### src/rtl/peak_span_adc_if.sv
// Peak-to-peak ADC window measurement bus.
// Control and sample inputs toward the block, results back.
interface peak_span_adc_if #(
  parameter int DATA_W = 8
);
  logic              start;
  logic              abort;
  logic              continuous;
  logic              hold_mode;
  logic              hold_clr;
  logic              sample_valid;
  logic [DATA_W-1:0] sample;
  logic              busy;
  logic              result_valid;
  logic [DATA_W-1:0] span;
  logic [DATA_W-1:0] max_out;
  logic [DATA_W-1:0] min_out;
  logic              no_sample;

  modport master (
    output start, abort, continuous,
    output hold_mode, hold_clr,
    output sample_valid, sample,
    input  busy, result_valid, span,
    input  max_out, min_out, no_sample
  );

  modport slave (
    input  start, abort, continuous,
    input  hold_mode, hold_clr,
    input  sample_valid, sample,
    output busy, result_valid, span,
    output max_out, min_out, no_sample
  );
endinterface

### src/rtl/peak_span_adc.sv
// Settle, acquire and report the peak-to-peak span
// of a converter window, with optional max hold.
module peak_span_adc #(
  parameter int DATA_W     = 8,
  parameter int CNT_W      = 8,
  parameter int SETTLE_LEN = 256,
  parameter int ACQ_LEN    = 256
) (
  input  logic           clk,
  input  logic           rst_n,
  peak_span_adc_if.slave bus
);

  typedef enum logic [1:0] {
    IDLE,
    SETTLE,
    ACQ,
    RESULT
  } state_t;

  // LEN-1 always fits in CNT_W bits, even for LEN = 2^CNT_W
  localparam logic [CNT_W-1:0] SET_LAST =
    CNT_W'(SETTLE_LEN - 1);
  localparam logic [CNT_W-1:0] ACQ_LAST =
    CNT_W'(ACQ_LEN - 1);

  state_t            state_q;
  logic [CNT_W-1:0]  cnt_q;
  logic [DATA_W-1:0] max_q;
  logic [DATA_W-1:0] min_q;
  logic              seen_q;
  logic [DATA_W-1:0] held_q;
  logic              busy_q;
  logic              rv_q;
  logic [DATA_W-1:0] span_q;
  logic [DATA_W-1:0] max_out_q;
  logic [DATA_W-1:0] min_out_q;
  logic              ns_q;

  logic [DATA_W-1:0] span_now;
  logic [DATA_W-1:0] held_d;
  logic [DATA_W-1:0] span_d;

  // Window span and the hold value it would produce
  always_comb begin
    span_now = seen_q ? (max_q - min_q) : '0;
    held_d   = held_q;
    if (bus.hold_clr)
      held_d = span_now;
    else if (bus.hold_mode && span_now > held_q)
      held_d = span_now;
    span_d = bus.hold_mode ? held_d : span_now;
  end

  // Sequencer with registered results
  always_ff @(posedge clk or negedge rst_n) begin
    if (!rst_n) begin
      state_q   <= IDLE;
      cnt_q     <= '0;
      max_q     <= '0;
      min_q     <= '1;
      seen_q    <= 1'b0;
      held_q    <= '0;
      busy_q    <= 1'b0;
      rv_q      <= 1'b0;
      span_q    <= '0;
      max_out_q <= '0;
      min_out_q <= '0;
      ns_q      <= 1'b0;
    end else begin
      rv_q <= 1'b0;
      if (bus.hold_clr && !(bus.abort && busy_q))
        held_q <= '0;
      unique case (state_q)
        IDLE: begin
          if (bus.start && !bus.abort) begin
            state_q <= SETTLE;
            cnt_q   <= '0;
            busy_q  <= 1'b1;
          end
        end
        SETTLE: begin
          if (bus.abort) begin
            state_q <= IDLE;
            cnt_q   <= '0;
            busy_q  <= 1'b0;
          end else if (cnt_q == SET_LAST) begin
            state_q <= ACQ;
            cnt_q   <= '0;
            max_q   <= '0;
            min_q   <= '1;
            seen_q  <= 1'b0;
          end else begin
            cnt_q <= cnt_q + CNT_W'(1);
          end
        end
        ACQ: begin
          if (bus.abort) begin
            state_q <= IDLE;
            cnt_q   <= '0;
            busy_q  <= 1'b0;
          end else begin
            if (bus.sample_valid) begin
              if (bus.sample > max_q)
                max_q <= bus.sample;
              if (bus.sample < min_q)
                min_q <= bus.sample;
              seen_q <= 1'b1;
            end
            if (cnt_q == ACQ_LAST) begin
              state_q <= RESULT;
              cnt_q   <= '0;
            end else begin
              cnt_q <= cnt_q + CNT_W'(1);
            end
          end
        end
        RESULT: begin
          if (bus.abort) begin
            state_q <= IDLE;
            busy_q  <= 1'b0;
          end else begin
            rv_q      <= 1'b1;
            span_q    <= span_d;
            held_q    <= held_d;
            max_out_q <= seen_q ? max_q : '0;
            min_out_q <= seen_q ? min_q : '0;
            ns_q      <= !seen_q;
            if (bus.continuous) begin
              state_q <= SETTLE;
              busy_q  <= 1'b1;
            end else begin
              state_q <= IDLE;
              busy_q  <= 1'b0;
            end
          end
        end
        default: begin
          state_q <= IDLE;
          busy_q  <= 1'b0;
        end
      endcase
    end
  end

  assign bus.busy         = busy_q;
  assign bus.result_valid = rv_q;
  assign bus.span         = span_q;
  assign bus.max_out      = max_out_q;
  assign bus.min_out      = min_out_q;
  assign bus.no_sample    = ns_q;

endmodule

### src/flat_wrapper.sv
// flat-port wrapper written by rule: the top's interface ports become plain ports
module peak_span_adc_flat 
#(
  parameter int DATA_W     = 8,
  parameter int CNT_W      = 8,
  parameter int SETTLE_LEN = 256,
  parameter int ACQ_LEN    = 256
)
  (clk, rst_n, bus_start, bus_abort, bus_continuous, bus_hold_mode, bus_hold_clr, bus_sample_valid, bus_sample, bus_busy, bus_result_valid, bus_span, bus_max_out, bus_min_out, bus_no_sample);
  peak_span_adc_if #(.DATA_W(DATA_W)) bus_i ();
  input  logic clk;
  input  logic rst_n;
  input wire logic [$bits(bus_i.start)-1:0] bus_start;
  input wire logic [$bits(bus_i.abort)-1:0] bus_abort;
  input wire logic [$bits(bus_i.continuous)-1:0] bus_continuous;
  input wire logic [$bits(bus_i.hold_mode)-1:0] bus_hold_mode;
  input wire logic [$bits(bus_i.hold_clr)-1:0] bus_hold_clr;
  input wire logic [$bits(bus_i.sample_valid)-1:0] bus_sample_valid;
  input wire logic [$bits(bus_i.sample)-1:0] bus_sample;
  output wire logic [$bits(bus_i.busy)-1:0] bus_busy;
  output wire logic [$bits(bus_i.result_valid)-1:0] bus_result_valid;
  output wire logic [$bits(bus_i.span)-1:0] bus_span;
  output wire logic [$bits(bus_i.max_out)-1:0] bus_max_out;
  output wire logic [$bits(bus_i.min_out)-1:0] bus_min_out;
  output wire logic [$bits(bus_i.no_sample)-1:0] bus_no_sample;
  assign bus_i.start = bus_start;
  assign bus_i.abort = bus_abort;
  assign bus_i.continuous = bus_continuous;
  assign bus_i.hold_mode = bus_hold_mode;
  assign bus_i.hold_clr = bus_hold_clr;
  assign bus_i.sample_valid = bus_sample_valid;
  assign bus_i.sample = bus_sample;
  assign bus_busy = bus_i.busy;
  assign bus_result_valid = bus_i.result_valid;
  assign bus_span = bus_i.span;
  assign bus_max_out = bus_i.max_out;
  assign bus_min_out = bus_i.min_out;
  assign bus_no_sample = bus_i.no_sample;
  peak_span_adc #(.DATA_W(DATA_W), .CNT_W(CNT_W), .SETTLE_LEN(SETTLE_LEN), .ACQ_LEN(ACQ_LEN)) u_core (.clk(clk), .rst_n(rst_n), .bus(bus_i));
endmodule
### config.mk
export PLATFORM = sky130hd
export DESIGN_NAME = peak_span_adc_flat
export DESIGN_NICKNAME = d
export VERILOG_FILES = /design/src/rtl/peak_span_adc_if.sv /design/src/rtl/peak_span_adc.sv /design/src/flat_wrapper.sv
export SDC_FILE = /design/constraint.sdc
export NUM_CORES = 1
export LEC_CHECK = 0
export CORE_MARGIN = 4
export CORE_UTILIZATION = 61
export DETAILED_ROUTE_END_ITERATION = 6
export PLACE_DENSITY = 0.85
export SYNTH_ARGS = -nofsm -noshare
export SYNTH_HDL_FRONTEND = slang
export SYNTH_SLANG_ARGS = --single-unit
### constraint.sdc
create_clock -name clk -period 8.3 [get_ports clk]
set_input_delay 1.66 -clock clk [delete_from_list [all_inputs] [get_ports clk]]
set_output_delay 1.66 -clock clk [all_outputs]
set_load 0.05 [all_outputs]
# After elaboration in Yosys (flattened, before gate mapping)
# Cells that the tools add are included.
[classes]
mux = 45
n_bitwise = 1
n_lt_le_gt_ge = 3
n_eq_ne = 14
reduce_logical = 18
n_addsub = 2
[op_table]
columns = ["op", "n"]
rows = [
  ["two-way mux 8 bit", 22],
  ["case mux 8 bit (2 select lines)", 3],
  ["greater-than comparator 8 bit", 2],
  ["two-way mux 2 bit", 6],
  ["AND reduction 6 bit", 2],
  ["two-way mux 1 bit", 11],
  ["inequality test 2 x 1 -> 1 bit (second input constant)", 5],
  ["adder 8 x 1 -> 8 bit (second input constant)", 1],
  ["== test 8 bit (second input constant)", 1],
  ["less-than comparator 8 bit", 1],
  ["case mux 2 bit (4 select lines)", 1],
  ["subtractor 8 bit", 1],
  ["inequality test 2 bit (second input constant)", 3],
  ["inequality test 3 x 2 -> 1 bit (second input constant)", 2],
  ["AND reduction 2 bit", 3],
  ["AND reduction 5 bit", 1],
  ["== test 2 bit (second input constant)", 2],
  ["logical AND 1 bit", 4],
  ["nonzero test 2 bit", 2],
  ["logical NOT 1 bit", 3],
  ["case mux 1 bit (3 select lines)", 1],
  ["AND reduction 3 bit", 1],
  ["== test 2 x 1 -> 1 bit (second input constant)", 1],
  ["logical NOT 2 bit", 1],
  ["other kinds (3)", 3],
]
[totals]
out_inout_bits = 27
in_bits = 16
elab_cells = 95
register_bits = 62

# Longest topological paths before layout
[depth]
ltp_word = 8
ltp_mapped = 18
mapped_depth_nobuf = 17

# Least setup slack after synthesis
# OpenSTA, ideal clock, no wires.
[synth_timing]
path_kind = "register to register"
from = "register u_core.min_q[0]"
to = "register u_core.held_q[3]"
path_slack_ps = 4866
setup_ps = 125
n_path_buf = 0
path_stages_with_launch = 17
period_less_slack_ps = 3434
arrival_time_ps = 3309
required_time_ps = 8175
path_cell_list = "dfstp_2 -> ha_1 -> inv_1 -> fa_1 -> a211oi_1 -> o21bai_1 -> a21oi_1 -> xnor2_1 -> nand2_1 -> inv_1 -> ha_1 -> nand4_2 -> nor2_2 -> a211oi_2 -> o21ai_2 -> a21oi_4 -> mux2_4"
[synth_between]
elab_chain_len = 8
[synth_lines]
columns = ["element", "line", "text"]
rows = [
  ["start, declared", "peak_span_adc.sv:30", "logic [DATA_W-1:0] min_q;"],
  ["start signal, assigned", "peak_span_adc.sv:107", "min_q <= bus.sample;"],
  ["subtractor 8 bit *", "peak_span_adc.sv:46", "span_now = seen_q ? (max_q - min_q) : '0;"],
  ["two-way mux 8 bit *", "peak_span_adc.sv:46", ""],
  ["greater-than comparator 8 bit", "peak_span_adc.sv:50", "else if (bus.hold_mode && span_now > held_q)"],
  ["logical AND 1 bit", "peak_span_adc.sv:50", ""],
  ["two-way mux 8 bit", "peak_span_adc.sv:50", ""],
  ["two-way mux 8 bit *", "peak_span_adc.sv:48", "if (bus.hold_clr)"],
  ["two-way mux 8 bit *", "peak_span_adc.sv:119", "if (bus.abort) begin"],
  ["two-way mux 8 bit *", "peak_span_adc.sv:74", "unique case (state_q)"],
  ["end signal, assigned", "peak_span_adc.sv:125", "held_q <= held_d;"],
  ["end, declared", "peak_span_adc.sv:32", "logic [DATA_W-1:0] held_q;"],
]
# Mark *: on every way between the ends. The rest lies on a longest branch, timed or not.
# A chain may end at the register's enable or synchronous reset.

# Final worst setup path
[layout_timing]
from = "register u_core.min_q[0]"
to = "register u_core.span_q[1] (netlist: u_core.bus.span[1])"
[layout_between]
elab_chain_len = 7
[layout_lines]
columns = ["element", "line", "text"]
rows = [
  ["subtractor 8 bit *", "peak_span_adc.sv:46", ""],
  ["two-way mux 8 bit *", "peak_span_adc.sv:46", ""],
  ["greater-than comparator 8 bit", "peak_span_adc.sv:50", ""],
  ["logical AND 1 bit", "peak_span_adc.sv:50", ""],
  ["two-way mux 8 bit", "peak_span_adc.sv:50", ""],
  ["two-way mux 8 bit", "peak_span_adc.sv:48", ""],
  ["two-way mux 8 bit *", "peak_span_adc.sv:52", "span_d = bus.hold_mode ? held_d : span_now;"],
  ["end signal, assigned", "peak_span_adc.sv:124", "span_q <= span_d;"],
  ["end, declared", "peak_span_adc.sv:35", "logic [DATA_W-1:0] span_q;"],
]
# Marked as above.

==> flow_summary.ini <==
[synthesis]
yosysMostFrequentCell = nand2_1
netlist_area_mm2 = 0.003928
syn_nets = 476
synthTopCellsByCount = nand2_1 (75), dfrtp_1 (54), inv_1 (37)
avgSynthCellArea_um2 = 9.285
synth_seq_cells = 62
synthFlopType = dfrtp_1
yosys.area.top_type = dfrtp_1
yosysWarningCount = 0
synth_edf_count = 0
syn_inst = 423
synth-async-reset-ratio_pct = 100.0
synthTopCellsByArea = dfrtp_1 (34%), ha_1 (11%), nand2_1 (7.2%), dfstp_2 (5.4%), inv_1 (3.5%)
yosysSeqAreaShare_pct = 39.76
synth_top_area_share_pct = 34.41
synth_cell_types = 63

[floorplanning]
core_area_mm2 = 0.006096
initial_core_util_pct = 64.43
die_h_um = 88.24
die-area_mm2 = 0.007786
rows = 28
die_w_um = 88.24
ioPinCount = 43

[pwr]
ir_drop_v = 0.0002246
power_density_mw_per_mm2 = 160.9
power.leakage_uw = 0.002117

[grt]
grt_max_degree = 63
globalRouteOverflowTotal = 0
grt_use_total_pct = 24.46
grt_pass1_vias = 3061
antenna_found_initial = 0
grt_pass1_wl_um = 14730

[clock_tree]
htree_num_levels = 3
cts_buffers = 9
postCtsSetupBuffers = 0
clkTransAtPathRegs_ps = 70
clk_latency_ps = 360
cts.hold.buffers_added = 0
cts.sinks = 62
tritoncts = yes
ctsLongestPathBuffers = 2
cts.root.buffer_cell = clkbuf_8
cts_resized = 0

[sta]
fin_crit_sh_pct = 51.60
slew_headroom_pct = 20.34
fin_crit_ps = 4283
tns_ps = 0
clock_skew_ps = 8.716
rsz0062_at_grt = no
setup_viol = 0
max_freq_mhz = 233.5
tightestPinTransition_ps = 1192
slew_viol_final = 0
hold_violations = 0
whs_ps = 471.5

[placed_design]
io_buffers = 42
dp_hpwl_um = 6174
place.gp.congestion = 0.8586

[worst_setup_path]
path_buf_inv = 2
crit_family = simple AND/OR/NAND/NOR gates
arrival_ps = 4500
critical_path_peak_fanout = 11
required_ps = 8520
start_kind = flop
critical_path_depth = 16
r2r_slack_ps = 4020
reg2reg_depth = 16
path_cells = ha_1 > inv_1 > fa_1 > a211oi_1 > o21bai_1 > a21oi_1 > xnor2_1 > nand2_1 > inv_1 > ha_1 > nand4_2 > nor2_2 > a21oi_2 > nor4b_2 > mux2i_1 > o21ai_1
endpoint_kind = flop
crit_type = reg -> reg
slowest_stage = nor4b_2
cpPeakStageDelay_ps = 1000

[drt]
drc_errors = 0
via_count = 3237
avgRoutedWirePerCell_um = 16.18
ant_nets = 0
viasPerCell = 5.972
first_pass_iters = 4
initialDrtViolationCount = 230
routed_wl_um = 8771

[hold_path]
hold_class = reg -> reg
min_delay_path_depth = 2

[finish]
final_layout_size_suffix_gt1_share_pct = 10.71
final_nets = 515
syn_to_final_growth_pct = 15.67
fin_util_pct = 74.53
num_antenna_cells = 0

[run]
maxCapViolCount = 0

[status]
status = finished, final reports clean
==> placed cells by master, fill, tap and decap left out, types with 3 or more instances in the layout <==
cell type         n
a21o_1            7
a21oi_1          18
a31o_1            6
a31oi_1           4
clkbuf_8         11
clkdlybuf4s50_1  41
dfrtp_1          54
dfstp_2           8
ha_1             36
inv_1            37
mux2i_1          13
nand2_1          75
nand2b_1          3
nand3_1          25
nand4_1           3
nand4b_1          7
nor2_1           17
nor2b_1           6
nor3_1            4
o21ai_0          12
o21ai_1           5
o22ai_1           7
o311a_1           7
xnor2_1           5
xor2_1            3
==> layout make-up <==
| cell class | instances | area, um^2 |
|---|---|---|
| tap | 75 | 93.84 |
| inverter | 39 | 148.9 |
| fill | 453 | 1553 |
| multi-input combinational | 307 | 2131 |
| timing repair buffer | 43 | 422.9 |
| clock buffer | 11 | 151.4 |
| sequential | 62 | 1562 |
| clock inverter | 5 | 33.78 |
==> layer usage <==
metal / wire length, um / global-route usage, % / vias up
met5: 0 / 0 / -
met4: 156 / 7.830 / 0
met3: 621 / 5.587 / 21
met2: 4108 / 38.34 / 101
met1: 3884 / 33.81 / 1552
li1: - / - / 1563
==> power breakdown <==
group / switching, uW / total [uW] / internal [uW]
sequential: 10.6 / 324 / 314
combinational: 104 / 159 / 55.1
clock: 124 / 248 / 124
==> sequential cells by signal, indices dropped and copies added (netlist names) <==
name                     count
u_core.bus.no_sample         1
u_core.bus.max_out           8
u_core.bus.busy              1
u_core.max_q                 8
u_core.seen_q                1
u_core.held_q                8
u_core.bus.result_valid      1
u_core.min_q                 8
u_core.cnt_q                 8
u_core.state_q               2
u_core.bus.span              8
u_core.bus.min_out           8
==> per-stage QoR <==
stage	setup WS [ps]	area [um^2]	std cells	total power, uW
global placement	4201	4358	526	484.1
CTS	4028	4543	542	734.7
finish	4017	4543	542	731.0
detailed placement	4069	4358	526	487.9
global route	3646	4543	542	772.1
floorplan	4866	3928	423	448.8
==> worst register-to-register path, stage by stage, from the launching register on <==
cell	delay (ps)
dfstp_2	570
ha_1	170
inv_1	50
fa_1	420
a211oi_1	290
o21bai_1	120
a21oi_1	190
xnor2_1	100
nand2_1	90
inv_1	60
ha_1	310
nand4_2	140
nor2_2	180
a21oi_2	70
nor4b_2	1000
mux2i_1	300
o21ai_1	70
==> final timing paths <==
path,startpoint,to
worst max-delay path,u_core.min_q[0],u_core.bus.span[1]
worst min-delay path,u_core.bus.max_out[7],u_core.bus.max_out[7]
worst max register to register,u_core.min_q[0],u_core.bus.span[1]
worst min register to register,u_core.bus.max_out[7],u_core.bus.max_out[7]
max in group asynchronous,rst_n,u_core.bus.min_out[6]
min in group asynchronous,rst_n,u_core.bus.span[2]
==> cell families (layout without fill, tap and decap cells) <==
logic type,after synthesis,in the layout,share of synthesized area (%)
adders and majority gates,37,37,11.98
DFF,62,62,39.76
muxes,15,15,4.269
and+or+nand+nor,159,159,20.26
xor gates and xnor gates,8,8,1.784
AOI/OAI and AO/OA,88,88,15.96
buffers and inverters,54,98,5.989
Note: power is estimated with default switching activity, not from simulation.
